==> src/rtl/ram_arb_pkg.sv <==
// Shared types and constants for the two-port RAM arbiter.
// Holds default widths, port ids and the request record.
package ram_arb_pkg;

  localparam int DATA_W = 128;
  localparam int ADDR_W = 3;

  localparam logic PORT0 = 1'b0;
  localparam logic PORT1 = 1'b1;

  typedef struct packed {
    logic              we;
    logic [ADDR_W-1:0] addr;
    logic [DATA_W-1:0] wdata;
  } req_t;

endpackage

==> src/rtl/rr_arb2.sv <==
// Two-way round-robin picker, purely combinational.
// Ports: eligible[1:0], ptr (last granted) -> grant (one-hot), next_ptr.
module rr_arb2
  import ram_arb_pkg::*;
(
  input  logic [1:0] eligible,
  input  logic       ptr,
  output logic [1:0] grant,
  output logic       next_ptr
);

  always_comb begin
    grant    = 2'b00;
    next_ptr = ptr;
    case (eligible)
      2'b01: grant = 2'b01;
      2'b10: grant = 2'b10;
      // tie goes to the port that was not granted last
      2'b11: grant = (ptr == PORT1) ? 2'b01 : 2'b10;
      default: grant = 2'b00;
    endcase
    if (grant[1])
      next_ptr = PORT1;
    else if (grant[0])
      next_ptr = PORT0;
  end

endmodule

==> src/rtl/ram_arbiter.sv <==
// Round-robin arbiter in front of a single-port 8x128 RAM.
// Ports: req/we/addr/wdata in and gnt/rvalid/rdata out for ports 0 and 1;
// mem_addr/mem_wr_en/mem_data_in to the RAM, mem_data_out back from it.
module ram_arbiter
  import ram_arb_pkg::*;
(
  input  logic              clk,
  input  logic              rst,
  input  logic              req0,
  input  logic              we0,
  input  logic [ADDR_W-1:0] addr0,
  input  logic [DATA_W-1:0] wdata0,
  input  logic              req1,
  input  logic              we1,
  input  logic [ADDR_W-1:0] addr1,
  input  logic [DATA_W-1:0] wdata1,
  output logic              gnt0,
  output logic              gnt1,
  output logic              rvalid0,
  output logic              rvalid1,
  output logic [DATA_W-1:0] rdata0,
  output logic [DATA_W-1:0] rdata1,
  output logic [ADDR_W-1:0] mem_addr,
  output logic              mem_wr_en,
  output logic [DATA_W-1:0] mem_data_in,
  input  logic [DATA_W-1:0] mem_data_out
);

  logic [1:0] eligible;
  logic [1:0] grant;
  logic       ptr;
  logic       next_ptr;
  logic       pend_valid;
  logic       pend_port;
  req_t       r0;
  req_t       r1;
  req_t       win;

  // a port on the bus this cycle is not re-sampled
  assign eligible = {req1 & ~gnt1, req0 & ~gnt0};

  assign r0  = '{we: we0, addr: addr0, wdata: wdata0};
  assign r1  = '{we: we1, addr: addr1, wdata: wdata1};
  assign win = grant[1] ? r1 : r0;

  rr_arb2 u_arb (
    .eligible (eligible),
    .ptr      (ptr),
    .grant    (grant),
    .next_ptr (next_ptr)
  );

  always_ff @(posedge clk or posedge rst) begin
    if (rst) begin
      gnt0        <= 1'b0;
      gnt1        <= 1'b0;
      ptr         <= PORT1;
      mem_addr    <= '0;
      mem_wr_en   <= 1'b0;
      mem_data_in <= '0;
      pend_valid  <= 1'b0;
      pend_port   <= PORT0;
      rvalid0     <= 1'b0;
      rvalid1     <= 1'b0;
      rdata0      <= '0;
      rdata1      <= '0;
    end else begin
      gnt0 <= grant[0];
      gnt1 <= grant[1];
      ptr  <= next_ptr;
      if (|grant) begin
        mem_addr    <= win.addr;
        mem_wr_en   <= win.we;
        mem_data_in <= win.wdata;
      end else begin
        mem_wr_en <= 1'b0;
      end
      // read on the bus now -> RAM data arrives next cycle
      pend_valid <= (gnt0 | gnt1) & ~mem_wr_en;
      pend_port  <= gnt1 ? PORT1 : PORT0;
      rvalid0 <= pend_valid & (pend_port == PORT0);
      rvalid1 <= pend_valid & (pend_port == PORT1);
      if (pend_valid && pend_port == PORT0)
        rdata0 <= mem_data_out;
      if (pend_valid && pend_port == PORT1)
        rdata1 <= mem_data_out;
    end
  end

endmodule

==> config.mk <==
export PLATFORM = sky130hd
export DESIGN_NAME = ram_arbiter
export DESIGN_NICKNAME = d
export VERILOG_FILES = /design/src/rtl/ram_arb_pkg.sv /design/src/rtl/rr_arb2.sv /design/src/rtl/ram_arbiter.sv
export SDC_FILE = /design/constraint.sdc
export NUM_CORES = 1
export LEC_CHECK = 0
export BUFFER_PORTS_ARGS = -buffer_cell sky130_fd_sc_hd__buf_2
export CAP_MARGIN = 0
export CELL_PAD_IN_SITES_DETAIL_PLACEMENT = 1
export CELL_PAD_IN_SITES_GLOBAL_PLACEMENT = 1
export CORE_AREA = 2 2 305 307
export CTS_CLUSTER_DIAMETER = 60
export DETAILED_ROUTE_END_ITERATION = 12
export DIE_AREA = 0 0 307 309
export PLACE_DENSITY = 0.52
export SYNTH_ARGS = -nofsm -noshare
export SYNTH_HDL_FRONTEND = slang
export SYNTH_HIERARCHICAL = 1
export SYNTH_SLANG_ARGS = --single-unit
export TNS_END_PERCENT = 1
==> constraint.sdc <==
create_clock -name clk -period 18.8 [get_ports clk]
set_input_delay 3.76 -clock clk [delete_from_list [all_inputs] [get_ports clk]]
set_output_delay 3.76 -clock clk [all_outputs]
set_load 0.02 [all_outputs]
==> results of run 1 <==
==> stage by stage <==
| stage | cell area (um^2) | setup slack [ns] | cells |
|---|---|---|---|
| after global routing | 22760 | 12.18 | 3138 |
| after CTS | 22750 | 12.37 | 3134 |
| after floorplan | 16070 | 4.059 | 1131 |
| final | 22760 | 12.30 | 3139 |
| after detailed placement | 21090 | 11.70 | 3044 |
| after global placement | 21090 | 11.82 | 3044 |
==> final timing paths <==
check	startpoint	endpoint	slack, ns
worst min register to register	mem_wr_en$_DFF_PP0_	pend_valid$_DFF_PP0_	0.43
worst max register to register	gnt0$_DFF_PP0_	mem_data_in[33]$_DFFE_PP0P_	15.11
worst max-delay path	req0	mem_data_in[33]$_DFFE_PP0P_	12.30
min in group asynchronous	rst	rdata0[19]$_DFFE_PP0P_	3.28
max in group asynchronous	rst	rdata0[108]$_DFFE_PP0P_	13.21
worst min-delay path	mem_wr_en$_DFF_PP0_	pend_valid$_DFF_PP0_	0.43
==> cell families (layout without fill, tap and decap cells) <==
group,count (synthesis),after routing,share of synthesized area
compound gates,134,134,0.04188
buf+inv,74,891,0.03378
flops,395,395,0.6150
mux,387,387,0.2747
other cells,0,5,0
simple gates,141,141,0.03464
==> Yosys cell counts, drive strengths merged <==
library cell / count
a21boi: 1
and2: 1
buf: 44
clkbuf: 26
dfrtp: 394
dfstp: 1
inv: 4
mux2: 256
mux2i: 131
nand2: 134
nand2b: 2
nor2: 2
nor2b: 2
o21ai: 133
==> area by class of cell <==
class | count | area [um^2] | area share
flip-flops and latches | 395 | 9886 | 0.4343
multi-input cells | 662 | 5659 | 0.2486
repair buffers | 797 | 4039 | 0.1775
well taps | 1186 | 1484 | 0.06520
clock buffers | 73 | 1440 | 0.06327
clock inverters | 17 | 215.2 | 0.009455
inverters | 4 | 25.02 | 0.001099
diodes | 5 | 12.51 | 0.0005497
==> critical path, delay by kind of cell <==
family          cells  cell delay (ns)
buf+inv             3             1.66
compound gates      1             0.12
simple gates        2             0.95
mux                 1             0.27
==> metal layers <==
layer | GRT usage | share of wire | up-vias
met3 | 0.04529 | 0.087 | 98
met5 | 0 | 0.0013 | -
li1 | - | - | 5502
met2 | 0.2219 | 0.52 | 541
met4 | 0.03868 | 0.030 | 10
met1 | 0.1240 | 0.36 | 6012
==> cell usage in the layout, fill, tap and decap left out, drive strengths merged <==
master / synthesis / final
o21ai: 133 / 133
dfstp: 1 / 1
dfrtp: 394 / 394
nor2b: 2 / 2
clkinv: 0 / 6
diode: 0 / 5
nor2: 2 / 2
inv: 4 / 9
mux2i: 131 / 131
bufinv: 0 / 2
clkbuf: 26 / 73
nand2: 134 / 134
a21boi: 1 / 1
nand2b: 2 / 2
clkinvlp: 0 / 4
and2: 1 / 1
mux2: 256 / 256
buf: 44 / 797
==> power breakdown <==
group          switching (W)  leakage (nW)  internal [W]  total [W]
logic               0.000918          5.37      0.000606    0.00152
clock network       0.000397         0.795      0.000565   0.000963
registers           0.000196          4.69       0.00121    0.00141
total                0.00151          10.8       0.00238    0.00389
==> registers in the layout, indices dropped and copies added (netlist names) <==
| register | flops |
|---|---|
| pend_port | 1 |
| mem_addr | 3 |
| rvalid1 | 1 |
| pend_valid | 1 |
| gnt1 | 1 |
| gnt0 | 1 |
| rdata0 | 128 |
| ptr | 1 |
| mem_data_in | 128 |
| rdata1 | 128 |
| rvalid0 | 1 |
| mem_wr_en | 1 |
==> metrics.csv, run 1 <==
stage,metric,value,unit
detailed_routing,drt_iter0_drc,384,
critical_path,cp.required,19.23,ns
synth,ys_ff_latch,395,
sta,setup-tns-final,0,ns
clocking,root_buffer,clkbuf_16,
min_path,hold_class,reg2reg,
clocking,clkLatencyLatePin,0.61,ns
final_layout,fin_util,0.2491,
global_routing,grt_max_degree,227,
critical_path,path_max_fanout,57,
placement,place.detailed.hpwl,44660,um
sta,finalCritPeriodShare,0.3457,
detailed_routing,wl,59280,um
critical_path,cp_cell_sequence,buf_2 > nor2b_1 > and2_4 > buf_4 > buf_4 > mux2i_1 > o21ai_0,
critical_path,end_kind,register,
global_routing,grt_overflow,0,
clocking,cts_tree,built,
sta,timing.final.hold_violations,0,
final_layout,area_growth,41.60,%
clocking,cts_buffer_depth,3,
clocking,post_cts_buffers,0,
global_routing,antenna_found_initial,19,
detailed_routing,vias_per_cell,3.875,
clocking,cts_max_level,2,
power_and_ir_drop,p_per_area,171.1,nW/um^2
global_routing,grt_first_pass_wirelength,87070,um
synth,synth_top_cell_area_share,0.6134,
placement,place_congestion,0.7741,
clocking,clock-sinks,395,
sta,grt_setup_unrepaired,false,
clocking,cts_hold_buffers,0,
die,core,91390,um^2
synth,synth.area.top_cells,"dfrtp_1 61%, mux2_2 14%, mux2i_1 8.2%",
synth,synth_area,16070,um^2
final_layout,n_fill_cell,10420,
critical_path,slowest_delay,0.87,ns
sta,timing.fmax,153.9,MHz
critical_path,worst_ep_arrival_time,6.93,ns
synth,synth.avg_cell_area,14.21,um^2
detailed_routing,drtAntennaViolNets,0,
power_and_ir_drop,finalPower,0.003894,W
detailed_routing,first_pass_iters,4,
final_layout,drive_above_1_share,0.5832,
critical_path,worstSetupStartpointType,input port,
sta,finalMaxSlewViolations,0,
global_routing,grt_pass1_vias,13770,
die,pin_count,788,
synth,ys_seq_area_frac,0.6150,
sta,fin_crit,6.499,ns
global_routing,grt_usage,0.1198,
clocking,clk_pin_slew,0.06,ns
synth,synth_top_area_cell,dfrtp_1,
critical_path,r2r_cells,6,
critical_path,critPathKind,in2reg,
clocking,cts_buffers,52,
sta,finalSetupViolations,0,
detailed_routing,drc,0,
clocking,cts.repair.resized,0,
synth,ys_warn_count,6,
power_and_ir_drop,peakVddDrop,65.36,uV
sta,worst_pin_slew,1.036,ns
critical_path,crit_path_top_delay_cell,buf_4,
die,rows,111,
synth,postSynthCellCount,1131,
min_path,whs_path_depth,1,
die,die-width,307,um
final_layout,fin_nets,2308,
synth,syn_nets,1527,
synth,ys_types,21,
placement,portBuffers,787,
critical_path,crit_top_cell,buf_4,
die,start_util,0.1759,
detailed_routing,wl_per_cell,18.89,um
sta,holdWs,0.4285,ns
run,drv_cap,0,
power_and_ir_drop,p_leak,10.85,nW
sta,skew,0.01374,ns
die,fp.dieH,309,um
sta,relSlewSlack,0.3096,
run_status,outcome,finished clean,
detailed_routing,vias,12160,
die,die_area,94860,um^2
(Power assumes the default switching activity.)
==> inputs of run 2 (changes only) <==
--- a/config.mk
+++ b/config.mk
@@ -13,7 +13,7 @@
 export CTS_CLUSTER_DIAMETER = 60
 export DETAILED_ROUTE_END_ITERATION = 12
 export DIE_AREA = 0 0 307 309
-export PLACE_DENSITY = 0.52
+export PLACE_DENSITY = 0.54
 export SYNTH_ARGS = -nofsm -noshare
 export SYNTH_HDL_FRONTEND = slang
 export SYNTH_HIERARCHICAL = 1
==> constraint.sdc (replaced) <==
create_clock -name clk -period 5.8 [get_ports clk]
set_input_delay 1.16 -clock clk [delete_from_list [all_inputs] [get_ports clk]]
set_output_delay 1.16 -clock clk [all_outputs]
set_load 0.02 [all_outputs]
==> run 2 against run 1 <==
  * Sequential power grew to 3.2 times the previous value
  * Clock skew is 0.00053 ns higher
  * Register-to-register slack worse by 12 ns
  * Die area stayed put
  * Sequential cell count stayed put
  * Critical endpoint unchanged
  * Largest cell class unchanged
  * Largest power group unchanged
  * Highest routed layer unchanged
==> metrics.csv, run 2 (synthesis gave the netlist of run 1 again) <==
stage,metric,value,unit,change
global_routing,grt_usage,0.1224,,+0.002664
final_layout,drive_above_1_share,0.5890,,+0.005851
global_routing,grt_max_degree,127,,-44%
sta,finalSetupViolations,0,,unchanged
power_and_ir_drop,peakVddDrop,207.7,uV,+220%
final_layout,area_growth,42.62,%,
die,fp.dieH,309,um,unchanged
run_status,outcome,finished clean,,
power_and_ir_drop,p_per_area,554.6,nW/um^2,+220%
critical_path,worstSetupStartpointType,input port,,
clocking,cts_hold_buffers,0,,unchanged
sta,finalMaxSlewViolations,0,,unchanged
final_layout,top_regs,"mem_data_in (128), rdata0 (128), rdata1 (128)",,
final_layout,final_cell_mix,"787 x buf_2, 394 x dfrtp_1, 197 x mux2_2",,
critical_path,worst_ep_arrival_time,3.25,ns,-3.68 ns
final_layout,fin_util,0.2509,,+0.001807
final_layout,n_fill_cell,10440,,+0.16%
detailed_routing,drtAntennaViolNets,0,,unchanged
clocking,clk_pin_slew,0.06,ns,about the same
clocking,cts_tree,built,,
placement,place_congestion,0.8127,,+5.0%
clocking,cts.repair.resized,0,,unchanged
placement,place.detailed.hpwl,46110,um,+3.2%
detailed_routing,drt_iter0_drc,397,,+3.4%
sta,skew,0.01426,ns,+0.0005251 ns
sta,timing.fmax,355.2,MHz,
sta,holdWs,0.4711,ns,+0.04261 ns
min_path,hold_class,reg2reg,,
sta,relSlewSlack,0.3062,,-0.003479
final_layout,final_common_cell,buf_2,,
sta,grt_setup_unrepaired,false,,
clocking,cts_buffer_depth,3,,unchanged
global_routing,grt_overflow,0,,unchanged
critical_path,rrSetupSlack,3.19,ns,-11.92 ns
sta,worst_pin_slew,1.038,ns,+0.002613 ns
global_routing,grt_pass1_vias,13820,,+0.36%
die,start_util,0.1759,,unchanged
detailed_routing,wl,60300,um,+1.7%
critical_path,path_max_fanout,70,,+23%
critical_path,cp.required,6.24,ns,-12.99 ns
die,core,91390,um^2,unchanged
sta,fin_crit,2.815,ns,
power_and_ir_drop,finalPower,0.01271,W,+230%
global_routing,antenna_found_initial,21,,+2
clocking,cts_buffers,53,,+1.9%
critical_path,end_kind,register,,
clocking,root_buffer,clkbuf_16,,
run,drv_cap,0,,unchanged
die,die_area,94860,um^2,unchanged
final_layout,fin_nets,2322,,+0.61%
clocking,clkLatencyLatePin,0.59,ns,-0.02 ns
clocking,cts_max_level,2,,unchanged
detailed_routing,wl_per_cell,19.10,um,+1.1%
final_layout,final_cell_area,22930,um^2,+0.73%
sta,finalCritPeriodShare,0.4853,,
detailed_routing,drc,0,,unchanged
detailed_routing,first_pass_iters,4,,unchanged
critical_path,critPathKind,in2reg,,
power_and_ir_drop,p_leak,10.95,nW,+0.91%
placement,place_area,21200,um^2,+0.50%
detailed_routing,vias,12240,,+0.65%
die,die-width,307,um,unchanged
sta,timing.final.hold_violations,0,,unchanged
clocking,post_cts_buffers,0,,unchanged
detailed_routing,vias_per_cell,3.878,,about the same
clocking,clock-sinks,395,,unchanged
global_routing,grt_first_pass_wirelength,88790,um,+2.0%
die,pin_count,788,,unchanged
die,rows,111,,unchanged
placement,portBuffers,787,,unchanged
-- run 2: path summary, 6_finish.rpt --
kind | end | cells past startpoint | start
min in group asynchronous | rdata1[28]$_DFFE_PP0P_ | 2 | rst
min reg2reg | pend_valid$_DFF_PP0_ | 1 | mem_wr_en$_DFF_PP0_
max | mem_data_in[33]$_DFFE_PP0P_ | 6 | req0
max reg2reg | mem_data_in[33]$_DFFE_PP0P_ | 5 | gnt0$_DFF_PP0_
max in group asynchronous | rdata1[119]$_DFFE_PP0P_ | 3 | rst
min | pend_valid$_DFF_PP0_ | 1 | mem_wr_en$_DFF_PP0_
-- run 2: area by class of cell --
cell class	count	area, um^2	area share
clock inverters	18	145.1	0.006331
multi-input cells	662	5659	0.2468
clock buffers	77	1569	0.06844
well taps	1186	1484	0.06473
inverters	4	21.27	0.0009278
flip-flops and latches	395	9886	0.4312
diodes	5	12.51	0.0005458
repair buffers	810	4149	0.1810
-- run 2: where the power goes --
group          internal [W]  switching [W]
combinational       0.00197        0.00299
sequential          0.00393       0.000652
clock               0.00189        0.00129
-- run 2: per-stage QoR --
stage	setup TNS, ns	setup WS, ns	instances
2_1_floorplan	-265.96	-0.6750	1131
3_3_place_gp	0	2.466	3057
3_5_place_dp	0	2.330	3057
4_1_cts	0	2.993	3152
5_1_grt	0	2.881	3154
6_report	0	2.985	3157
-- run 2: per-layer routing --
metal | vias to the layer above | track usage | routed length, um
met2 | 532 | 0.2255 | 31340
met3 | 119 | 0.04597 | 5516
li1 | 5546 | - | -
met4 | 14 | 0.03914 | 1689
met1 | 6031 | 0.1282 | 21670
met5 | - | 0 | 79
-- run 2: critical path, stage by stage --
cell	delay [ns]
buf_2	0.08
nor2b_1	0.30
and2_4	0.70
buf_12	0.45
mux2i_1	0.27
o21ai_0	0.11
==> inputs of run 3 (changes only) <==
--- a/config.mk
+++ b/config.mk
@@ -5,14 +5,15 @@
 export SDC_FILE = /design/constraint.sdc
 export NUM_CORES = 1
 export LEC_CHECK = 0
+export ABC_AREA = 1
 export BUFFER_PORTS_ARGS = -buffer_cell sky130_fd_sc_hd__buf_2
 export CAP_MARGIN = 0
 export CELL_PAD_IN_SITES_DETAIL_PLACEMENT = 1
 export CELL_PAD_IN_SITES_GLOBAL_PLACEMENT = 1
-export CORE_AREA = 2 2 305 307
+export CORE_AREA = 2 2 311 313
 export CTS_CLUSTER_DIAMETER = 60
 export DETAILED_ROUTE_END_ITERATION = 12
-export DIE_AREA = 0 0 307 309
+export DIE_AREA = 0 0 313 315
 export PLACE_DENSITY = 0.54
 export SYNTH_ARGS = -nofsm -noshare
 export SYNTH_HDL_FRONTEND = slang
==> constraint.sdc (replaced) <==
create_clock -name clk -period 2.6 [get_ports clk]
set_input_delay 0.52 -clock clk [delete_from_list [all_inputs] [get_ports clk]]
set_output_delay 0.52 -clock clk [all_outputs]
set_load 0.02 [all_outputs]
==> run 3 against run 2 <==
  * Hold slack got worse by 0.37 ns
  * Largest power group unchanged
  * Die area is 3.9% higher
  * Global-route usage grew 1.9 points
  * Sequential share of layout area shrank 0.37 points
  * Register-to-register slack worse by 2.6 ns
  * Setup slack worse by 2.4 ns
  * Critical path depth stayed put
  * Non-clock buffer count grew 20
  * Clock skew rose by 0.0022 ns
  * Critical path type is now reg2reg
==> metrics.csv, run 3 <==
stage,metric,value,unit,change
synth,synth.avg_cell_area,8.637,um^2,-39%
final_layout,final_cell_mix,"1,037 x nand2_1, 787 x buf_2, 394 x dfrtp_1",,
critical_path,path_max_fanout,69,,-1.4%
detailed_routing,wl,72040,um,+19%
clocking,cts.repair.resized,0,,unchanged
final_layout,fin_nets,2997,,+29%
detailed_routing,drtAntennaViolNets,0,,unchanged
critical_path,worstSetupStartpointType,register,,
detailed_routing,dr_wl_met2,34800,um,+11%
run,drv_cap,0,,unchanged
run_status,outcome,finished clean,,
sta,finalMaxSlewViolations,0,,unchanged
synth,synth_area,15800,um^2,-1.7%
final_layout,drive_above_1_share,0.3484,,-0.2407
synth,ys_warn_count,6,,unchanged
final_layout,final_common_cell,nand2_1,,
critical_path,critPathKind,reg2reg,,
min_path,hold_class,in2reg,,
synth,synth_enable_flop_cells,0,,unchanged
global_routing,grt_overflow,0,,unchanged
synth,synth.area.top_cells,"dfrtp_1 62%, nand2_1 25%, nand3_1 8.3%",,
detailed_routing,drt_iter0_drc,704,,+77%
sta,timing.fmax,491.8,MHz,
sta,worst_pin_slew,0.8536,ns,-0.1846 ns
synth,syn_nets,2225,,+46%
critical_path,crit_start,gnt0$_DFF_PP0_,,
die,fp.dieH,315,um,+1.9%
critical_path,cp.required,3.13,ns,-3.11 ns
power_and_ir_drop,combinationalPowerShare,0.429,,+0.039
die,die-width,313,um,+2.0%
synth,synthTopCellsByCount,"1,040 x nand2_1, 394 x dfrtp_1, 263 x nand3_1, 78 x buf_2, 21 x buf_4",,
placement,dp_slack,0.3909,ns,-1.939 ns
clocking,clkLatencyLatePin,0.63,ns,+0.04 ns
synth,synth_top_cell_area_share,0.6242,,+0.01079
final_layout,regArea,9886,um^2,unchanged
sta,fin_crit,2.033,ns,
critical_path,worst_ep_arrival_time,2.57,ns,-0.68 ns
critical_path,end_kind,register,,
final_layout,top_regs,"mem_data_in (128), rdata0 (128), rdata1 (128)",,
final_layout,area_growth,46.39,%,
detailed_routing,drc,0,,unchanged
clocking,clk_pin_slew,0.06,ns,about the same
critical_path,timing.rr.start,gnt0$_DFF_PP0_,,
clocking,cts_tree,built,,
final_layout,fin_util,0.2416,,-0.009255
synth,postSynthCellCount,1829,,+62%
synth,synth_top_area_cell,dfrtp_1,,
power_and_ir_drop,peakVddDrop,480.1,uV,+130%
clocking,cts_buffer_depth,3,,unchanged
detailed_routing,wl_met3,6005,um,+8.9%
critical_path,rrSetupSlack,0.57,ns,-2.62 ns
sta,finalWorstSetupSlack,0.5666,ns,-2.418 ns
synth,ys_ff_latch,395,,unchanged
sta,skew,0.01645,ns,+0.002191 ns
power_and_ir_drop,finalPower,0.03169,W,+150%
global_routing,grt_max_degree,129,,+1.6%
placement,place_area,21330,um^2,+0.61%
clocking,clock-sinks,395,,unchanged
power_and_ir_drop,p_leak,12.64,nW,+16%
global_routing,grt_usage,0.1415,,+0.01906
detailed_routing,wl_per_cell,18.35,um,-3.9%
synth,synth_flop_cell,dfrtp_1,,
critical_path,r2r_end,mem_data_in[26]$_DFFE_PP0P_,,
die,core,95710,um^2,+4.7%
final_layout,final_cell_area,23120,um^2,+0.87%
clocking,cts_max_level,2,,unchanged
detailed_routing,first_pass_iters,4,,unchanged
sta,relSlewSlack,0.4309,,+0.1248
global_routing,antenna_found_initial,32,,+52%
power_and_ir_drop,p_per_area,1371,nW/um^2,+150%
clocking,root_buffer,clkbuf_16,,
placement,portBuffers,787,,unchanged
final_layout,n_fill_cell,11600,,+11%
synth,ys_seq_area_frac,0.6258,,+0.01081
die,rows,114,,+2.7%
synth,synthArstFlopShare,1.000,,unchanged
die,die_area,98600,um^2,+3.9%
power_and_ir_drop,switching_share,0.4425,,+0.05480
detailed_routing,vias_per_cell,3.931,,+1.4%
detailed_routing,vias,15440,,+26%
placement,place.detailed.hpwl,52670,um,+14%
synth,synth.most_common_cell,nand2_1,,
sta,timing.final.hold_violations,0,,unchanged
die,start_util,0.1650,,-0.01085
global_routing,grt_first_pass_wirelength,105700,um,+19%
final_layout,multi_input_area,5296,um^2,-6.4%
global_routing,grt_pass1_vias,16100,,+16%
clocking,cts_buffers,54,,+1.9%
power_and_ir_drop,clockPowerShare,0.234,,-0.016
detailed_routing,topRoutingLayerUsed,met5,,
die,pin_count,788,,unchanged
critical_path,critPathCapture,mem_data_in[26]$_DFFE_PP0P_,,
sta,finalCritPeriodShare,0.7821,,
sta,grt_setup_unrepaired,false,,
power_and_ir_drop,p_seq_frac,0.337,,-0.023
detailed_routing,drt-met1-wl,28220,um,+30%
sta,finalSetupViolations,0,,unchanged
placement,place_congestion,0.8067,,-0.74%
power_and_ir_drop,p_int,0.01767,W,+130%
synth,ys_types,16,,-24%
power_and_ir_drop,p_sw,0.01402,W,+180%
critical_path,r2r_cells,6,,+1
run 3: layout make-up:
type	instances	share of cell area
multi-input cells	1310	0.2290
well taps	1276	0.06904
clock inverters	14	0.007034
inverters	10	0.002002
flip-flops and latches	395	0.4275
clock buffers	82	0.06909
repair buffers	830	0.1952
diodes	10	0.001082
run 3: worst max-delay path, cell delays in order (launching register included):
cell	delay (ns)
dfrtp_1	0.43
nor2_1	0.31
a21oi_4	0.16
nor2_4	0.13
buf_4	0.61
nand2_1	0.11
nand3_1	0.10
run 3: what timing repair did:
item,CTS,global route
hold buffers,1,0
hold endpoints to repair,44,0
setup buffers,0,0
run 3: cell families (layout without fill, tap and decap cells):
logic type	count (synthesis)	after routing	share of synthesized area
other	0	10	0
AO/OA/AOI/OAI	1	1	0.0003165
AND/OR/NAND/NOR	1309	1309	0.3325
flip-flops	395	395	0.6258
buffers and inverters	124	936	0.04135
run 3: stage by stage:
stage | TNS [ns] | hold WS [ns] | instances
after floorplan | -1276.37 | 0.4609 | 1829
after global placement | 0 | 0.4563 | 3820
after detailed placement | 0 | 0.4583 | 3820
after CTS | 0 | 0.02775 | 3917
after global routing | 0 | 0.05685 | 3925
final | 0 | 0.1014 | 3927
run 3: power groups by stage:
stage               logic (W)  clock network [W]  registers (W)
floorplan             0.00430                  0         0.0144
global placement       0.0138                  0         0.0107
detailed placement     0.0139                  0         0.0107
CTS                    0.0139            0.00769         0.0107
global route           0.0149            0.00792         0.0111
finish                 0.0136            0.00740         0.0107
run 3: worst min path at each step:
stage | from | cells after the start | slack, ns | to
global route | mem_data_out[85] | 3 | 0.06 | rdata0[85]$_DFFE_PP0P_
floorplan | ptr$_DFF_PP1_ | 2 | 0.46 | ptr$_DFF_PP1_
detailed placement | gnt1$_DFF_PP0_ | 0 | 0.46 | pend_port$_DFF_PP0_
CTS | mem_data_out[74] | 3 | 0.03 | rdata0[74]$_DFFE_PP0P_
finish | mem_data_out[80] | 3 | 0.10 | rdata0[80]$_DFFE_PP0P_
global placement | rdata1[119]$_DFFE_PP0P_ | 2 | 0.46 | rdata1[119]$_DFFE_PP0P_
run 3: routing by layer:
metal / global-route usage / vias up
li1: - / 7279
met2: 0.2373 / 574
met3: 0.05039 / 151
met1: 0.1640 / 7416
met4: 0.05731 / 18
met5: 0 / -
